<file path="config.mk">
export PLATFORM = sky130hd
export DESIGN_NAME = alaw_encoder
export DESIGN_NICKNAME = d
export VERILOG_FILES = /design/src/rtl/alaw_pkg.sv /design/src/rtl/alaw_quant_select.sv /design/src/rtl/alaw_encoder.sv
export SDC_FILE = /design/constraint.sdc
export NUM_CORES = 1
export LEC_CHECK = 0
export ABC_AREA = 1
export CORE_MARGIN = 2
export CORE_UTILIZATION = 50
export DETAILED_ROUTE_END_ITERATION = 6
export PLACE_DENSITY_LB_ADDON = 0.2
export SYNTH_ARGS = -nofsm -noshare
export SYNTH_HDL_FRONTEND = slang
export SYNTH_SLANG_ARGS = --single-unit
</file>
<file path="constraint.sdc">
create_clock -name clk -period 4.87 [get_ports clk]
set_clock_uncertainty 0.1 [all_clocks]
set_input_delay 0.974 -clock clk [delete_from_list [all_inputs] [get_ports clk]]
set_output_delay 0.974 -clock clk [all_outputs]
set_load 0.02 [all_outputs]
</file>
<file path="src/rtl/alaw_pkg.sv">
// Shared constants and FSM encoding for the linear-to-A-law encoder.
package alaw_pkg;
  localparam int MAG_W   = 12;
  localparam int SEG_W   = 3;
  localparam int QUANT_W = 4;
  localparam int LIN_W   = 13;
  localparam int ALAW_W  = 8;

  localparam logic [ALAW_W-1:0] EVEN_BIT_MASK = 8'h55;

  typedef enum logic [1:0] {
    IDLE,
    SCAN,
    OUT
  } state_t;
endpackage

</file>
<file path="src/rtl/alaw_quant_select.sv">
// Picks the 4 mantissa bits that follow the implied leading one of a segment.
module alaw_quant_select
  import alaw_pkg::*;
(
  input  logic [MAG_W-1:0]   mag,
  input  logic [SEG_W-1:0]   seg,
  output logic [QUANT_W-1:0] quant
);

  // Segment 0 has no implied leading one, so it shares segment 1's bit window.
  always_comb begin
    if (seg == '0) quant = mag[4:1];
    else           quant = QUANT_W'(mag >> seg);
  end

endmodule

</file>
<file path="src/rtl/alaw_encoder.sv">
// Streaming linear-to-A-law encoder; segment search walks down one segment per clock.
// Optional macro ALAW_EVEN_BIT_INVERT_EN applies G.711 even-bit inversion at the output.
module alaw_encoder
  import alaw_pkg::*;
#(
  parameter logic [SEG_W-1:0] SEG_TOP = 3'd7
) (
  input  logic              clk,
  input  logic              rst,
  input  logic              in_valid,
  output logic              in_ready,
  input  logic [LIN_W-1:0]  in_lin,
  output logic              out_valid,
  input  logic              out_ready,
  output logic [ALAW_W-1:0] out_alaw
);

`ifdef ALAW_EVEN_BIT_INVERT_EN
  localparam logic [ALAW_W-1:0] OUT_MASK = EVEN_BIT_MASK;
`else
  localparam logic [ALAW_W-1:0] OUT_MASK = '0;
`endif

  state_t             state;
  state_t             state_nxt;
  logic [SEG_W-1:0]   seg;
  logic [MAG_W-1:0]   mag;
  logic               sign;
  logic [QUANT_W-1:0] quant;
  logic               hit;

  alaw_quant_select u_quant (
    .mag   (mag),
    .seg   (seg),
    .quant (quant)
  );

  // A segment matches when its leading-one position (seg+4) is set; segment 0 catches the rest.
  always_comb begin
    hit = (seg == '0) || (((mag >> seg) & MAG_W'(16)) != '0);
  end

  always_ff @(posedge clk or posedge rst) begin
    if (rst) state <= IDLE;
    else     state <= state_nxt;
  end

  always_comb begin
    state_nxt = state;
    in_ready  = 1'b0;
    out_valid = 1'b0;
    case (state)
      IDLE: begin
        in_ready = 1'b1;
        if (in_valid) state_nxt = SCAN;
      end
      SCAN: begin
        if (hit) state_nxt = OUT;
      end
      OUT: begin
        out_valid = 1'b1;
        if (out_ready) state_nxt = IDLE;
      end
      default: state_nxt = IDLE;
    endcase
  end

  always_ff @(posedge clk or posedge rst) begin
    if (rst) begin
      sign     <= 1'b0;
      mag      <= '0;
      seg      <= SEG_TOP;
      out_alaw <= OUT_MASK;
    end else begin
      case (state)
        IDLE: begin
          if (in_valid) begin
            sign <= in_lin[LIN_W-1];
            mag  <= in_lin[MAG_W-1:0];
            seg  <= SEG_TOP;
          end
        end
        SCAN: begin
          if (hit) out_alaw <= {sign, seg, quant} ^ OUT_MASK;
          else     seg      <= seg - SEG_W'(1);
        end
        default: ;
      endcase
    end
  end

endmodule

</file>
==> results by stage, run 1 <==
GRT:
- The first-pass GRT wire length is 4.99 mm.
- The via count of the first global-routing pass was 1176.
- Entering global routing, the biggest net connects 27 pins.
- For this run the aggregate overflow at the end of global routing stands at 0.
- The initial antenna violation count is 0.
- The total global-route track usage is 18.6%.

Floorplan:
- The die boundary height is 58.6 um.
- The starting density of the core is 53.2%.
- The number of placed I/O pins is 27.
- The core region is 2810 sq um.
- The chip width is 58.6 um.
- The initialized floorplan defines 19 standard-cell rows.
- The total die area is 3440 sq um.

Timing:
- The final-report max-slew violation count is 0.
- The slew at the pin closest to its max-slew limit is 960 ps.
- Measured against its own limit, the worst slew margin works out to 35.9%.
- The final-report hold violation count was 0.
- The share of the clock period used by the worst path after layout is 53.5%.
- The summed negative setup slack over all endpoints is 0 ps.
- Based on the critical path, the design can be clocked at up to 384 MHz.
- Setup repair after global routing left no endpoint under its margin.
- The count of endpoints failing setup in the final report is 0.
- The minimum period implied by the final worst setup slack is 2600 ps.

Synthesis:
- Summed over all instances, the cell type with the most area after synthesis is sky130_fd_sc_hd__dfrtp_1.
- For this run, the register share of the synthesized area comes to 43.8%.
- Synthesis inferred 26 register bits.
- Summed over its instances, the top area cell type makes up 38.6% of the synthesized netlist area.
- The leading register cell type out of synthesis is sky130_fd_sc_hd__dfrtp_1.
- The most numerous cell in the Yosys netlist is sky130_fd_sc_hd__nand2_1.
- A synthesized cell averages 8.73 sq um.
- The Yosys step of the flow raised 0 warnings.
- The post-synth net total is 190.
- After synthesis, the share of flip-flops with an asynchronous set or reset is 100%.
- The gate count of the mapped netlist is 171.
- Counting instances in the post-synthesis netlist gives the leading cell types as 49 x sky130_fd_sc_hd__nand2_1, 29 x sky130_fd_sc_hd__nand3_1, 23 x sky130_fd_sc_hd__dfrtp_1.
- The netlist uses 29 different library cells.
- In this run, synthesis inferred 0 flip-flops with an integrated enable.
- The cell area after synthesis is 1490 sq um.
- Yosys attributes the largest share of cell area to sky130_fd_sc_hd__dfrtp_1 39%, sky130_fd_sc_hd__nand2_1 12%, sky130_fd_sc_hd__nand3_1 9.7%.

Clock tree:
- The number of hold buffers added after CTS was 0.
- The number of gates resized after CTS was 0.
- Once the clock tree was built, the setup fixing pass inserted 0 buffers.
- TritonCTS built the clock tree.
- The number of buffers on the longest clock path is 2.
- The clock latency at the later pin of the worst-skew pair is 330 ps.
- After clock tree synthesis, the clock-pin slew on the worst setup and hold paths is 150 ps.
- In this run, CTS created clock tree buffers numbering 3.
- The sink count of the clock tree is 26.
- In this run the number of H-tree levels came out at 1.
- The CTS root buffer is sky130_fd_sc_hd__clkbuf_4.

Layout:
- The number of standard cells in the final layout excluding fillers is 225.
- The storage element area is 654 sq um.
- The number of nets in the final layout is 214.
- 0 antenna diodes ended up in the layout.
- In the final layout, the share of cells above drive strength 1 is 17.0%.
- Counting the fill cells in the layout gives 256.
- The area added between synthesis and finish is 17.9%.
- Summing all multi-input logic gate instances after layout gives 708 sq um.

Detailed routing:
- The routed length per instance is 12.7 um.
- The number of iterations in the first detailed-routing pass is 6.
- Dividing the detail-routed via count by the number of cells gives 5.41.
- The via total after detailed routing is 1217.
- Summed over all layers, the routed wires come to 2.86 mm.
- For this run, design rule violations remaining after detail routing come to 1.
- The detailed router finished its first iteration with 66 violations.
- In this run the remaining antenna-violating nets after routing total 0.

Status:
- The checks that failed: DRC.
- The flow ran to the end, but the final reports show violations.

Critical path:
- The data required time at the worst endpoint is 3800 ps.
- The worst setup path is launched from a flop.
- The signal arrival time at the worst endpoint is 1530 ps.
- STA classifies the critical path endpoint as a primary output.
- The critical-path maximum fanout is 4.
- The path type of the worst setup path is flop to primary output.

Place:
- The count of port buffers added during placement is 26.
- The congestion estimate from routability-driven global placement came to 0.829.
- The number of placed instances, taps included is 221.
- After legalization and detailed placement, the total HPWL measured 2.06 mm.

Min path:
- The path class of the tightest hold or removal check is flop to flop.

Power:
- In this run the power density over the cells is 745 nW/um^2.
- The leakage dissipation is 0.837 nW.
- The maximum vdd drop is 0.276 mV.

Flow run:
- The number of maximum-capacitance constraint violations is 0.
-- area by class of cell --
type,instances,area share [%]
repair buffers,26,14.8
well taps,31,2.20
inverters,12,2.56
flip-flops and latches,26,37.2
multi-input cells,126,40.3
clock inverters,1,1.71
clock buffers,3,1.28
-- layer usage --
layer	global-route usage, %	up-vias	share of wire, %
li1	-	599	-
met1	22.6	567	43
met2	33.5	44	49
met3	1.98	7	5.1
met4	7.47	0	2.4
met5	0	-	0
-- sequential cells by signal (all words and copies together) (netlist names) --
signal,cells
mag,12
out_alaw,8
seg,3
state,2
sign,1
-- placed cells by master, fill, tap and decap left out, drive strengths merged --
master,instances
a21oi,5
dfstp,3
o21ai,4
mux2,8
o211ai,1
xnor2,1
inv,12
o31ai,1
nor2,9
clkdlybuf4s50,26
bufinv,1
nand3,32
and2,1
or2,1
ha,2
nand2,61
dfrtp,23
clkbuf,3
-- kinds of logic after synthesis --
family          count (synthesis)  synth area share, %
simple gates                  104                 34.4
fa+ha+maj                       2                 1.68
compound gates                 11                 4.78
xor+xnor                        1                0.587
mux                             8                 6.03
buf+inv                        19                 8.72
flops                          26                 43.8
-- path summary, 6_finish.rpt --
kind	from	to	slack (ps)	cells past startpoint
worst min register to register	out_alaw[4]	out_alaw[4]	400	2
max in group asynchronous	rst	mag[11]	3050	2
min in group asynchronous	rst	out_alaw[7]	1030	2
worst max register to register	seg[0]	seg[2]	2820	9
worst min-delay path	out_alaw[4]	out_alaw[4]	400	2
worst max-delay path	state[0]	in_ready	2270	2
-- power breakdown --
part	internal, mW	switching, mW
clock network	0.0833	0.0685
logic	0.293	0.419
registers	0.334	0.112
-- worst max-delay path, cell delays in order, from the launching register on --
cell                              delay (ps)
sky130_fd_sc_hd__dfrtp_1                 440
sky130_fd_sc_hd__nor2_1                  140
sky130_fd_sc_hd__clkdlybuf4s50_1         620
-- through the flow --
stage | setup slack (ps) | util (%) | instance area (sq um) | hold slack [ps] | power, mW
final | 2270 | 62.7 | 1760 | 404 | 1.31
after global routing | 2220 | 62.7 | 1760 | 432 | 1.42
after CTS | 2260 | 62.7 | 1760 | 412 | 1.32
after detailed placement | 2220 | 60.8 | 1710 | 377 | 1.16
after global placement | 2290 | 60.8 | 1710 | 370 | 1.13
after floorplan | 3030 | - | 1490 | 338 | 1.03
Note: power is estimated with default switching activity, not from simulation.
==> inputs of run 2 (changes only) <==
==> constraint.sdc (replaced) <==
create_clock -name clk -period 2.6 [get_ports clk]
set_clock_uncertainty 0.1 [all_clocks]
set_input_delay 0.52 -clock clk [delete_from_list [all_inputs] [get_ports clk]]
set_output_delay 0.52 -clock clk [all_outputs]
set_load 0.02 [all_outputs]
==> results by stage, run 2 (same netlist as run 1, synthesis figures left out) <==
Clock tree:
- The TritonCTS clock tree is done.
- The number of buffers on the longest clock path is 2 (unchanged).
- The total CTS buffers is 3 (unchanged).
- The count of hold-fix buffers inserted at cts is 0 (unchanged).
- The post-CTS clock slew at the launch and capture registers of the worst setup and hold paths is 150 ps (about the same).
- The clock latency at the later pin of the worst-skew pair is 330 ps (about the same).
- The sink count of the clock tree is 26 (unchanged).
- The number of gates resized after CTS was 0 (unchanged).
- The post-CTS repair timing setup buffer count is 0 (unchanged).
- The H-tree level count is 1 (unchanged).
- The cell sitting at the root of the clock tree is a sky130_fd_sc_hd__clkbuf_4.

Layout:
- The number of filler cells placed in the layout is 242 (-5.5%).
- The share of post-route cells with drive strength above 1 is 17.9% (+0.85 points).
- The area taken by multi-input logic gates is 708 sq um (unchanged).
- The number of flip-flops under the largest register name is 12 (unchanged).
- Leaving out fill and tap cells, the most frequent cell in the layout is sky130_fd_sc_hd__nand2_1.
- The area added between synthesis and finish came to 17.8% (about the same).
- Leaving out fill and tap cells, the most frequent cells in the layout are 49 x sky130_fd_sc_hd__nand2_1, 29 x sky130_fd_sc_hd__nand3_1, 26 x sky130_fd_sc_hd__clkdlybuf4s50_1.
- The antenna diode instance count is 0 (unchanged).
- In the final layout, the registers with the most flip-flops are mag: 12 flops, out_alaw: 8 flops, seg: 3 flops.
- The top register by number of flip-flops is mag.
- The number of nets in the final layout is 216 (+0.93%).
- The number of standard cells in the final layout excluding fillers was 227 (+0.89%).
- The storage element area is 654 sq um (unchanged).

Floorplan:
- The total die area is 3440 sq um (unchanged).
- The die boundary height came to 58.6 um (unchanged).
- The site row count is 19 (unchanged).
- The core area was 2810 sq um (unchanged).
- The chip width is 58.6 um (unchanged).
- The number of placed I/O pins is 27 (unchanged).
- The starting density of the core is 53.2% (unchanged).

Critical path:
- The worst setup slack for register-to-register paths is 600 ps (-2220 ps).
- The critical path launch point is state[0].
- The most critical setup path has its endpoint at in_ready.
- The signal arrival time at the worst endpoint was 1520 ps (about the same).
- The number of cell instances on the worst register-to-register path is 9 (unchanged).
- The critical path endpoint category is a primary output.
- The critical-path maximum fanout is 4 (unchanged).
- The reg-to-reg critical path endpoint is seg[2].
- The worst register-to-register path begins at seg[0].
- The sort of element at the start of the critical path is a flop.
- The critical path is of the flop to primary output type.
- The data required time at the worst endpoint is 1980 ps (-1820 ps).

Detailed routing:
- The via total after detailed routing is 1205 (-0.99%).
- The residual antenna-violating net count after detailed routing is 0 (unchanged).
- The initial DRC count came to 46 (-30%).
- The routed length per instance is 12.9 um (+1.6%).
- The number of iterations in the first detailed-routing pass is 6 (unchanged).
- The routed wire length came to 2.93 mm (+2.5%).
- The residual DRC count came to 1 (unchanged).
- The routed via count divided by cell count came to 5.31 (-1.9%).

Timing:
- The final-report max-slew violation count was 0 (unchanged).
- The share of the clock period used by the worst path after layout is 82.4%.
- The final-report hold violation count is 0 (unchanged).
- The summed negative setup slack over all endpoints is 0 ps (unchanged).
- Derived from the worst setup path, the maximum achievable clock frequency is 467 MHz.
- The count of endpoints failing setup in the final report is 0 (unchanged).
- The slew at the pin closest to its max-slew limit came to 525 ps (-435 ps).
- The headroom to the max-slew limit came to 64.9% (+29 points).
- The smallest setup slack after layout was 458 ps (-1810 ps).
- The minimum period implied by the final worst setup slack is 2140 ps.
- Setup repair after global routing left no endpoint under its margin.

GRT:
- The first-pass GRT wire length was 4.93 mm (-1.2%).
- The total global-route track usage is 18.6% (-0.034 points).
- The via count of the first global-routing pass is 1152 (-2.0%).
- The overflow left after global routing is 0 (unchanged).
- The pin count of the biggest net entering global routing is 27 (unchanged).
- The initial antenna violation count is 0 (unchanged).

Status:
- The run finished, with violations left.
- The final reports fail on DRC.

Min path:
- The class of the most critical hold timing path is flop to flop.
- In this run the most critical hold path is launched from sign.

Power:
- The total power density per cell area is 1360 nW/um^2 (+83%).
- The leakage dissipation came to 0.840 nW (+0.28%).
- The maximum vdd drop is 0.561 mV (+100%).

Flow run:
- The number of maximum-capacitance constraint violations came to 0 (unchanged).

Place:
- The post-place setup slack came to 610 ps (-1610 ps).
- The count of port buffers added during placement came to 26 (unchanged).
- The placer congestion estimate is 0.868 (+4.7%).
- The number of placed instances, taps included is 223 (+0.90%).
- The detailed placer's ending HPWL was 2.17 mm (+5.2%).
## run 2: cell count changes in the layout (fill, tap and decap cells not counted), sizes merged
| cell | previous run | this run |
|---|---|---|
| buf | 0 | 2 |
| bufinv | 1 | 0 |
| clkbuf | 3 | 4 |
## run 2: cell type report
cell class / instances / area share, %
Clock buffer: 4 / 2.06
Multi-Input combinational cell: 126 / 40.3
Sequential cell: 26 / 37.2
Inverter: 12 / 2.56
Timing Repair Buffer: 28 / 15.7
Tap cell: 31 / 2.21
## run 2: worst min-delay path by stage
stage | end | slack, ps | depth (start not counted)
4_1_cts | out_alaw[7] | 390 | 2
5_1_grt | out_alaw[0] | 430 | 2
3_5_place_dp | out_alaw[7] | 360 | 2
6_report | out_alaw[7] | 390 | 2
3_3_place_gp | out_alaw[7] | 350 | 2
2_1_floorplan | out_alaw[7] | 340 | 2
## run 2: routing by layer
layer  up-vias  part of all wire [%]  global-route usage (%)
li1        605                     -                       -
met1       559                    46                    23.5
met2        35                    49                    32.3
met3         6                   3.8                    2.20
met4         0                   1.6                    7.47
met5         -                     0                       0
## run 2: stage by stage
stage | utilization [%] | area, sq um | total power, mW | hold slack (ps)
floorplan | - | 1490 | 1.92 | 338
global placement | 61.4 | 1720 | 2.14 | 354
detailed placement | 61.4 | 1720 | 2.18 | 360
CTS | 62.7 | 1760 | 2.40 | 393
global route | 62.7 | 1760 | 2.58 | 431
finish | 62.7 | 1760 | 2.39 | 386
## run 2: power breakdown
| part | total, mW | switching [mW] | leakage, nW | internal (mW) |
|---|---|---|---|---|
| Clock | 0.215 | 0.129 | 0.0210 | 0.0859 |
| Combinational | 1.34 | 0.786 | 0.513 | 0.556 |
| Sequential | 0.835 | 0.209 | 0.305 | 0.626 |
## run 2: worst max-delay path: stages, from the launching register on
cell and delay [ps]:
sky130_fd_sc_hd__dfrtp_1 440, sky130_fd_sc_hd__nor2_1 140, sky130_fd_sc_hd__clkdlybuf4s50_1 610
